<file path="src/rtl/ddr_arb_pkg.sv">
// Shared types for the DDR port arbiter: FSM states, transaction op, owner indices.
// Policy macro DDR_ARB_RR_EN (round-robin when defined, dmem-first otherwise).
package ddr_arb_pkg;
  typedef enum logic [1:0] {IDLE, BUSY, DONE} arb_state_t;
  typedef enum logic {OP_READ, OP_WRITE} arb_op_t;

  localparam logic OWN_I = 1'b0;
  localparam logic OWN_D = 1'b1;
endpackage

</file>
<file path="src/rtl/ddr_ift.sv">
// Cache memory-side DDR bundle; Master drives the request, Slave answers it.
interface DDR_ift #(
  parameter int ADDR_W = 64,
  parameter int LINE_W = 128
);
  logic                ren_mem;
  logic                wen_mem;
  logic [ADDR_W-1:0]   raddr_mem;
  logic [ADDR_W-1:0]   waddr_mem;
  logic [LINE_W-1:0]   wdata_mem;
  logic [LINE_W/8-1:0] wmask_mem;
  logic                rvalid_mem;
  logic                wvalid_mem;
  logic [LINE_W-1:0]   rdata_mem;

  modport Master (
    output ren_mem, wen_mem, raddr_mem, waddr_mem, wdata_mem, wmask_mem,
    input  rvalid_mem, wvalid_mem, rdata_mem
  );
  modport Slave (
    input  ren_mem, wen_mem, raddr_mem, waddr_mem, wdata_mem, wmask_mem,
    output rvalid_mem, wvalid_mem, rdata_mem
  );
endinterface

</file>
<file path="src/rtl/ddr_arb_pick.sv">
// Combinational requester select. DDR_ARB_RR_EN: ties go to rr_ptr; else dmem wins ties.
module ddr_arb_pick
  import ddr_arb_pkg::*;
(
  input  logic [1:0] req,
  input  logic       rr_ptr,
  output logic       idx,
  output logic       vld
);
  always_comb begin
    vld = |req;
    idx = OWN_I;
`ifdef DDR_ARB_RR_EN
    if (&req)            idx = rr_ptr;
    else if (req[OWN_D]) idx = OWN_D;
`else
    if (req[OWN_D])      idx = OWN_D;
`endif
  end

`ifndef DDR_ARB_RR_EN
  // Fixed priority ignores the pointer; keep the port for a uniform hookup.
  logic unused_rr;
  assign unused_rr = rr_ptr;
`endif
endmodule

</file>
<file path="src/rtl/ddr_arbiter.sv">
// Shares one DDR port between imem and dmem, one whole transaction at a time.
// Policy macro DDR_ARB_RR_EN (round-robin when defined, dmem-first otherwise).
module ddr_arbiter
  import ddr_arb_pkg::*;
#(
  parameter int ADDR_W = 64,
  parameter int LINE_W = 128
) (
  input  logic       clk,
  input  logic       rstn,
  DDR_ift.Slave      imem,
  DDR_ift.Slave      dmem,
  DDR_ift.Master     mem,
  output logic [1:0] grant_o
);
  arb_state_t state_q, state_d;
  arb_op_t    op_q, op_d;
  logic       owner_q, owner_d;
  logic       rr_ptr;
  logic [1:0] req;
  logic       pick_idx, pick_vld, pick_wen;

  logic                o_ren, o_wen;
  logic [ADDR_W-1:0]   o_raddr, o_waddr;
  logic [LINE_W-1:0]   o_wdata;
  logic [LINE_W/8-1:0] o_wmask;

`ifdef DDR_ARB_RR_EN
  logic rr_q, rr_d;
  assign rr_ptr = rr_q;
`else
  assign rr_ptr = OWN_I;
`endif

  assign req      = {dmem.ren_mem | dmem.wen_mem, imem.ren_mem | imem.wen_mem};
  assign pick_wen = (pick_idx == OWN_D) ? dmem.wen_mem : imem.wen_mem;

  ddr_arb_pick u_pick (
    .req    (req),
    .rr_ptr (rr_ptr),
    .idx    (pick_idx),
    .vld    (pick_vld)
  );

  always_comb begin
    if (owner_q == OWN_D) begin
      o_ren   = dmem.ren_mem;    o_wen   = dmem.wen_mem;
      o_raddr = dmem.raddr_mem;  o_waddr = dmem.waddr_mem;
      o_wdata = dmem.wdata_mem;  o_wmask = dmem.wmask_mem;
    end else begin
      o_ren   = imem.ren_mem;    o_wen   = imem.wen_mem;
      o_raddr = imem.raddr_mem;  o_waddr = imem.waddr_mem;
      o_wdata = imem.wdata_mem;  o_wmask = imem.wmask_mem;
    end
  end

  always_comb begin
    state_d = state_q;
    owner_d = owner_q;
    op_d    = op_q;
`ifdef DDR_ARB_RR_EN
    rr_d    = rr_q;
`endif
    case (state_q)
      IDLE: if (pick_vld) begin
        owner_d = pick_idx;
        // ren+wen together is treated as a write
        op_d    = pick_wen ? OP_WRITE : OP_READ;
        state_d = BUSY;
      end
      BUSY: if ((op_q == OP_READ  && mem.rvalid_mem) ||
                (op_q == OP_WRITE && mem.wvalid_mem)) state_d = DONE;
      DONE: begin
        state_d = IDLE;
`ifdef DDR_ARB_RR_EN
        rr_d    = ~owner_q;
`endif
      end
      default: state_d = IDLE;
    endcase
  end

  always_ff @(posedge clk) begin
    if (!rstn) begin
      state_q <= IDLE;
      owner_q <= OWN_I;
      op_q    <= OP_READ;
`ifdef DDR_ARB_RR_EN
      rr_q    <= OWN_I;
`endif
    end else begin
      state_q <= state_d;
      owner_q <= owner_d;
      op_q    <= op_d;
`ifdef DDR_ARB_RR_EN
      rr_q    <= rr_d;
`endif
    end
  end

  always_comb begin
    mem.ren_mem     = 1'b0;
    mem.wen_mem     = 1'b0;
    mem.raddr_mem   = '0;
    mem.waddr_mem   = '0;
    mem.wdata_mem   = '0;
    mem.wmask_mem   = '0;
    imem.rvalid_mem = 1'b0;
    imem.wvalid_mem = 1'b0;
    imem.rdata_mem  = '0;
    dmem.rvalid_mem = 1'b0;
    dmem.wvalid_mem = 1'b0;
    dmem.rdata_mem  = '0;
    grant_o         = 2'b00;
    if (state_q == BUSY) begin
      mem.ren_mem   = (op_q == OP_READ)  & o_ren;
      mem.wen_mem   = (op_q == OP_WRITE) & o_wen;
      mem.raddr_mem = o_raddr;
      mem.waddr_mem = o_waddr;
      mem.wdata_mem = o_wdata;
      mem.wmask_mem = o_wmask;
      grant_o[owner_q] = 1'b1;
      // Responses are forwarded regardless of type; only FSM completion is op-checked
      if (owner_q == OWN_D) begin
        dmem.rvalid_mem = mem.rvalid_mem;
        dmem.wvalid_mem = mem.wvalid_mem;
        dmem.rdata_mem  = mem.rdata_mem;
      end else begin
        imem.rvalid_mem = mem.rvalid_mem;
        imem.wvalid_mem = mem.wvalid_mem;
        imem.rdata_mem  = mem.rdata_mem;
      end
    end
  end
endmodule
</file>
<file path="src/flat_wrapper.sv">
// flat-port wrapper written by rule: the top's interface ports become plain ports
module ddr_arbiter_flat import ddr_arb_pkg::*;
#(
  parameter int ADDR_W = 64,
  parameter int LINE_W = 128
)
  (clk, rstn, grant_o, imem_ren_mem, imem_wen_mem, imem_raddr_mem, imem_waddr_mem, imem_wdata_mem, imem_wmask_mem, imem_rvalid_mem, imem_wvalid_mem, imem_rdata_mem, dmem_ren_mem, dmem_wen_mem, dmem_raddr_mem, dmem_waddr_mem, dmem_wdata_mem, dmem_wmask_mem, dmem_rvalid_mem, dmem_wvalid_mem, dmem_rdata_mem, mem_ren_mem, mem_wen_mem, mem_raddr_mem, mem_waddr_mem, mem_wdata_mem, mem_wmask_mem, mem_rvalid_mem, mem_wvalid_mem, mem_rdata_mem);
  DDR_ift #(.ADDR_W(ADDR_W), .LINE_W(LINE_W)) imem_i ();
  DDR_ift #(.ADDR_W(ADDR_W), .LINE_W(LINE_W)) dmem_i ();
  DDR_ift #(.ADDR_W(ADDR_W), .LINE_W(LINE_W)) mem_i ();
  input  logic clk;
  input  logic rstn;
  output logic [1:0] grant_o;
  input wire logic [$bits(imem_i.ren_mem)-1:0] imem_ren_mem;
  input wire logic [$bits(imem_i.wen_mem)-1:0] imem_wen_mem;
  input wire logic [$bits(imem_i.raddr_mem)-1:0] imem_raddr_mem;
  input wire logic [$bits(imem_i.waddr_mem)-1:0] imem_waddr_mem;
  input wire logic [$bits(imem_i.wdata_mem)-1:0] imem_wdata_mem;
  input wire logic [$bits(imem_i.wmask_mem)-1:0] imem_wmask_mem;
  output wire logic [$bits(imem_i.rvalid_mem)-1:0] imem_rvalid_mem;
  output wire logic [$bits(imem_i.wvalid_mem)-1:0] imem_wvalid_mem;
  output wire logic [$bits(imem_i.rdata_mem)-1:0] imem_rdata_mem;
  input wire logic [$bits(dmem_i.ren_mem)-1:0] dmem_ren_mem;
  input wire logic [$bits(dmem_i.wen_mem)-1:0] dmem_wen_mem;
  input wire logic [$bits(dmem_i.raddr_mem)-1:0] dmem_raddr_mem;
  input wire logic [$bits(dmem_i.waddr_mem)-1:0] dmem_waddr_mem;
  input wire logic [$bits(dmem_i.wdata_mem)-1:0] dmem_wdata_mem;
  input wire logic [$bits(dmem_i.wmask_mem)-1:0] dmem_wmask_mem;
  output wire logic [$bits(dmem_i.rvalid_mem)-1:0] dmem_rvalid_mem;
  output wire logic [$bits(dmem_i.wvalid_mem)-1:0] dmem_wvalid_mem;
  output wire logic [$bits(dmem_i.rdata_mem)-1:0] dmem_rdata_mem;
  output wire logic [$bits(mem_i.ren_mem)-1:0] mem_ren_mem;
  output wire logic [$bits(mem_i.wen_mem)-1:0] mem_wen_mem;
  output wire logic [$bits(mem_i.raddr_mem)-1:0] mem_raddr_mem;
  output wire logic [$bits(mem_i.waddr_mem)-1:0] mem_waddr_mem;
  output wire logic [$bits(mem_i.wdata_mem)-1:0] mem_wdata_mem;
  output wire logic [$bits(mem_i.wmask_mem)-1:0] mem_wmask_mem;
  input wire logic [$bits(mem_i.rvalid_mem)-1:0] mem_rvalid_mem;
  input wire logic [$bits(mem_i.wvalid_mem)-1:0] mem_wvalid_mem;
  input wire logic [$bits(mem_i.rdata_mem)-1:0] mem_rdata_mem;
  assign imem_i.ren_mem = imem_ren_mem;
  assign imem_i.wen_mem = imem_wen_mem;
  assign imem_i.raddr_mem = imem_raddr_mem;
  assign imem_i.waddr_mem = imem_waddr_mem;
  assign imem_i.wdata_mem = imem_wdata_mem;
  assign imem_i.wmask_mem = imem_wmask_mem;
  assign imem_rvalid_mem = imem_i.rvalid_mem;
  assign imem_wvalid_mem = imem_i.wvalid_mem;
  assign imem_rdata_mem = imem_i.rdata_mem;
  assign dmem_i.ren_mem = dmem_ren_mem;
  assign dmem_i.wen_mem = dmem_wen_mem;
  assign dmem_i.raddr_mem = dmem_raddr_mem;
  assign dmem_i.waddr_mem = dmem_waddr_mem;
  assign dmem_i.wdata_mem = dmem_wdata_mem;
  assign dmem_i.wmask_mem = dmem_wmask_mem;
  assign dmem_rvalid_mem = dmem_i.rvalid_mem;
  assign dmem_wvalid_mem = dmem_i.wvalid_mem;
  assign dmem_rdata_mem = dmem_i.rdata_mem;
  assign mem_ren_mem = mem_i.ren_mem;
  assign mem_wen_mem = mem_i.wen_mem;
  assign mem_raddr_mem = mem_i.raddr_mem;
  assign mem_waddr_mem = mem_i.waddr_mem;
  assign mem_wdata_mem = mem_i.wdata_mem;
  assign mem_wmask_mem = mem_i.wmask_mem;
  assign mem_i.rvalid_mem = mem_rvalid_mem;
  assign mem_i.wvalid_mem = mem_wvalid_mem;
  assign mem_i.rdata_mem = mem_rdata_mem;
  ddr_arbiter #(.ADDR_W(ADDR_W), .LINE_W(LINE_W)) u_core (.clk(clk), .rstn(rstn), .imem(imem_i), .dmem(dmem_i), .mem(mem_i), .grant_o(grant_o));
endmodule
</file>
<file path="config.mk">
export PLATFORM = sky130hd
export DESIGN_NAME = ddr_arbiter_flat
export DESIGN_NICKNAME = d
export VERILOG_FILES = /design/src/rtl/ddr_arb_pkg.sv /design/src/rtl/ddr_ift.sv /design/src/rtl/ddr_arb_pick.sv /design/src/rtl/ddr_arbiter.sv /design/src/flat_wrapper.sv
export SDC_FILE = /design/constraint.sdc
export NUM_CORES = 1
export LEC_CHECK = 0
export CORE_AREA = 3 3 475 477
export CTS_CLUSTER_DIAMETER = 60
export CTS_CLUSTER_SIZE = 10
export DETAILED_ROUTE_END_ITERATION = 12
export DIE_AREA = 0 0 478 480
export PLACE_DENSITY = 0.3
export SYNTH_ARGS = -nofsm -noshare
export SYNTH_HDL_FRONTEND = slang
export SYNTH_HIERARCHICAL = 1
export SYNTH_SLANG_ARGS = --single-unit
</file>
<file path="constraint.sdc">
create_clock -name clk -period 1.2 [get_ports clk]
set_input_delay 0.12 -clock clk [delete_from_list [all_inputs] [get_ports clk]]
set_output_delay 0.12 -clock clk [all_outputs]
set_load 0.05 [all_outputs]
</file>
==> summary.md <==
| Metric | Value |
|---|---|
| Clk_skew | 4.56 ps |
| Synth warnings | 6 |
| Setup_tns | -371040 ps |
| Mean Syn Cell Area | 7.74 µm² |
| Power density over the cells | 776 nW/µm² |
| Slew @ Worst Pin | 523 ps |
| Area growth syn-to-layout | 515% |
| Port Buf Inserts | 1215 |
| Max-cap violation count | 0 |
| Largest net degree at the start of global routing | 43 |
| Cell Count Post-Placement | 4898 |
| Final Hold Fails | 0 |
| CTS Hold Bufs | 0 |
| Crit path max fanout | 7 |
| CP top delay family | buffers and inverters |
| Clk_lat worst skew | 230 ps |
| First-pass GRT wire length | 193000 µm |
| Rel. slew slack | 0.650 |
| Worst path slowest cell | dfxtp_2 |
| Syn nets | 1327 |
| Dpl hpwl | 153000 µm |
| Final setup violation count | 539 |
| Min Hold Slack | 504 ps |
| Most frequent cells in the layout | clkdlybuf4s50_1, buf_12, and2_4 |
| Initial DRC Count | 423 |
| Fill cells | 24953 |
| Combinational Power Share | 0.971 |
| Final core occ | 0.139 |
| Die height | 480 µm |
| Commonest non-fill, non-tap cell in the layout | clkdlybuf4s50_1 |
| Total Wirelength | 166000 µm |
| Outcome | finished with violations |
| Routed vias/inst | 2.51 |
| Required @ worst endpoint | 1080 ps |
| Clk pwr share | 0.022 |
| # IOs | 1216 |
| Die Width | 478 µm |
| Core Box Area | 222000 µm² |
| Max Slew Vio Count | 0 |
| Post-route ant nets | 0 |
| CTS tree | done |
| Tcrit/Tclk final | 1.67 |
| Initial core utilization | 0.0226 |
| Critical Path AT | 1880 ps |
| Pre-CTS WS | -1010 ps |
| Initial antenna violation count | 170 |
| CTS Buf Count | 3 |
| Cell breakdown of the critical path | nor3b_4 -> buf_12 -> buf_16 -> buf_16 -> buf_12 -> buf_16 -> a22o_4 -> buf_12 |
| Non-filler cells, final | 4973 |
| Minimum clock period | 2000 ps |
| H-tree Lvls | 1 |
| VDD IR max | 0.358 mV |
| Sw Pwr | 11.8 mW |
| Avg WL per Cell | 33.3 µm |
| Worst Setup Start Kind | register |
| Finished Cell Area | 30800 µm² |
| Layout cells sized above 1 | 0.651 |
| Routed vias | 12466 |
| Vias in the first global route | 12673 |
| P_leak | 11.8 nW |
| CTS Buffer Depth | 2 |
| Clock Sink Count | 4 |
| Clock transition at the registers of the reported paths | 30 ps |
| Pwr Total | 23.9 mW |
| Unrepaired setup endpoints after global routing | true |
| Nets | 2665 |
| Internal power | 12.0 mW |
| Class of the worst hold path | reg -> reg |
| Critical path class | reg -> out |
| Failing checks | setup timing |
| Placed standard-cell area | 28500 µm² |
| WP buf/inv | 6 |
| Syn Std Cell Area | 5010 µm² |
| Grt ovf | 0 |
| Final worst setup slack | -800 ps |
| Reg power frac | 0.007 |
| Die ar. | 229000 µm² |
| Placer Congestion | 0.860 |
| Root Driver | clkbuf_16 |
| Num rows | 173 |
| Max frequency | 500 MHz |
| Gate Count Post-Synth | 647 |
| DRC viols | 0 |
| CP max stage delay | 320 ps |
| GRT Resource Usage Total | 0.135 |
| Crit end category | primary output |
| Switching part of the total power | 0.496 |
| First-pass DRT Iterations | 5 |
[layout make-up]
class                           instances  area (µm²)  area share
Timing Repair Buffer                 1423       20800       0.674
Clock buffer                            3        75.1     0.00244
Sequential cell                         4        83.8     0.00272
Tap cell                             2975        3720       0.121
Antenna cell                           15        37.5     0.00122
Multi-Input combinational cell        553        6110       0.198
[final timing paths]
check	start	endpoint	slack, ps	depth (start not counted)
worst max-delay path	u_core/state_q[0]	mem_wdata_mem[48]	-800	8
worst min-delay path	u_core/owner_q	u_core/owner_q	500	2
worst max register to register	u_core/op_q	u_core/state_q[0]	-20	3
worst min register to register	u_core/owner_q	u_core/owner_q	500	2
[worst register-to-register path, stage by stage, from the launching register on]
cell	delay, ps
dfxtp_1	520
mux2i_1	330
mux2i_1	120
nor3b_1	170
[power groups by stage]
stage               Sequential [mW]  Combinational (mW)  Clock (mW)
floorplan                     0.171                8.79           0
global placement              0.174                21.7           0
detailed placement            0.174                21.6           0
CTS                           0.173                22.5       0.530
global route                  0.175                24.0       0.540
finish                        0.173                23.2       0.524
[state kept, by name (all words and copies together) (netlist names)]
signal and flops:
u_core/op_q 1, u_core/owner_q 1, u_core/state_q 2
[per-layer routing]
layer | GRT usage | up-vias | wire, µm
met2 | 0.222 | 1031 | 76000
li1 | - | 5156 | -
met3 | 0.0725 | 276 | 20400
met5 | 0 | - | 663
met1 | 0.162 | 5901 | 67100
met4 | 0.00730 | 102 | 1660
[timing repair]
| item | in CTS | in global routing |
|---|---|---|
| cloned | 7 | 24 |
| pin swaps | 4 | 43 |
| setup buffers | 11 | 17 |
| gates resized for setup | 82 | 144 |
| endpoints found under the setup margin | 539 | 539 |
(Power assumes the default switching activity.)
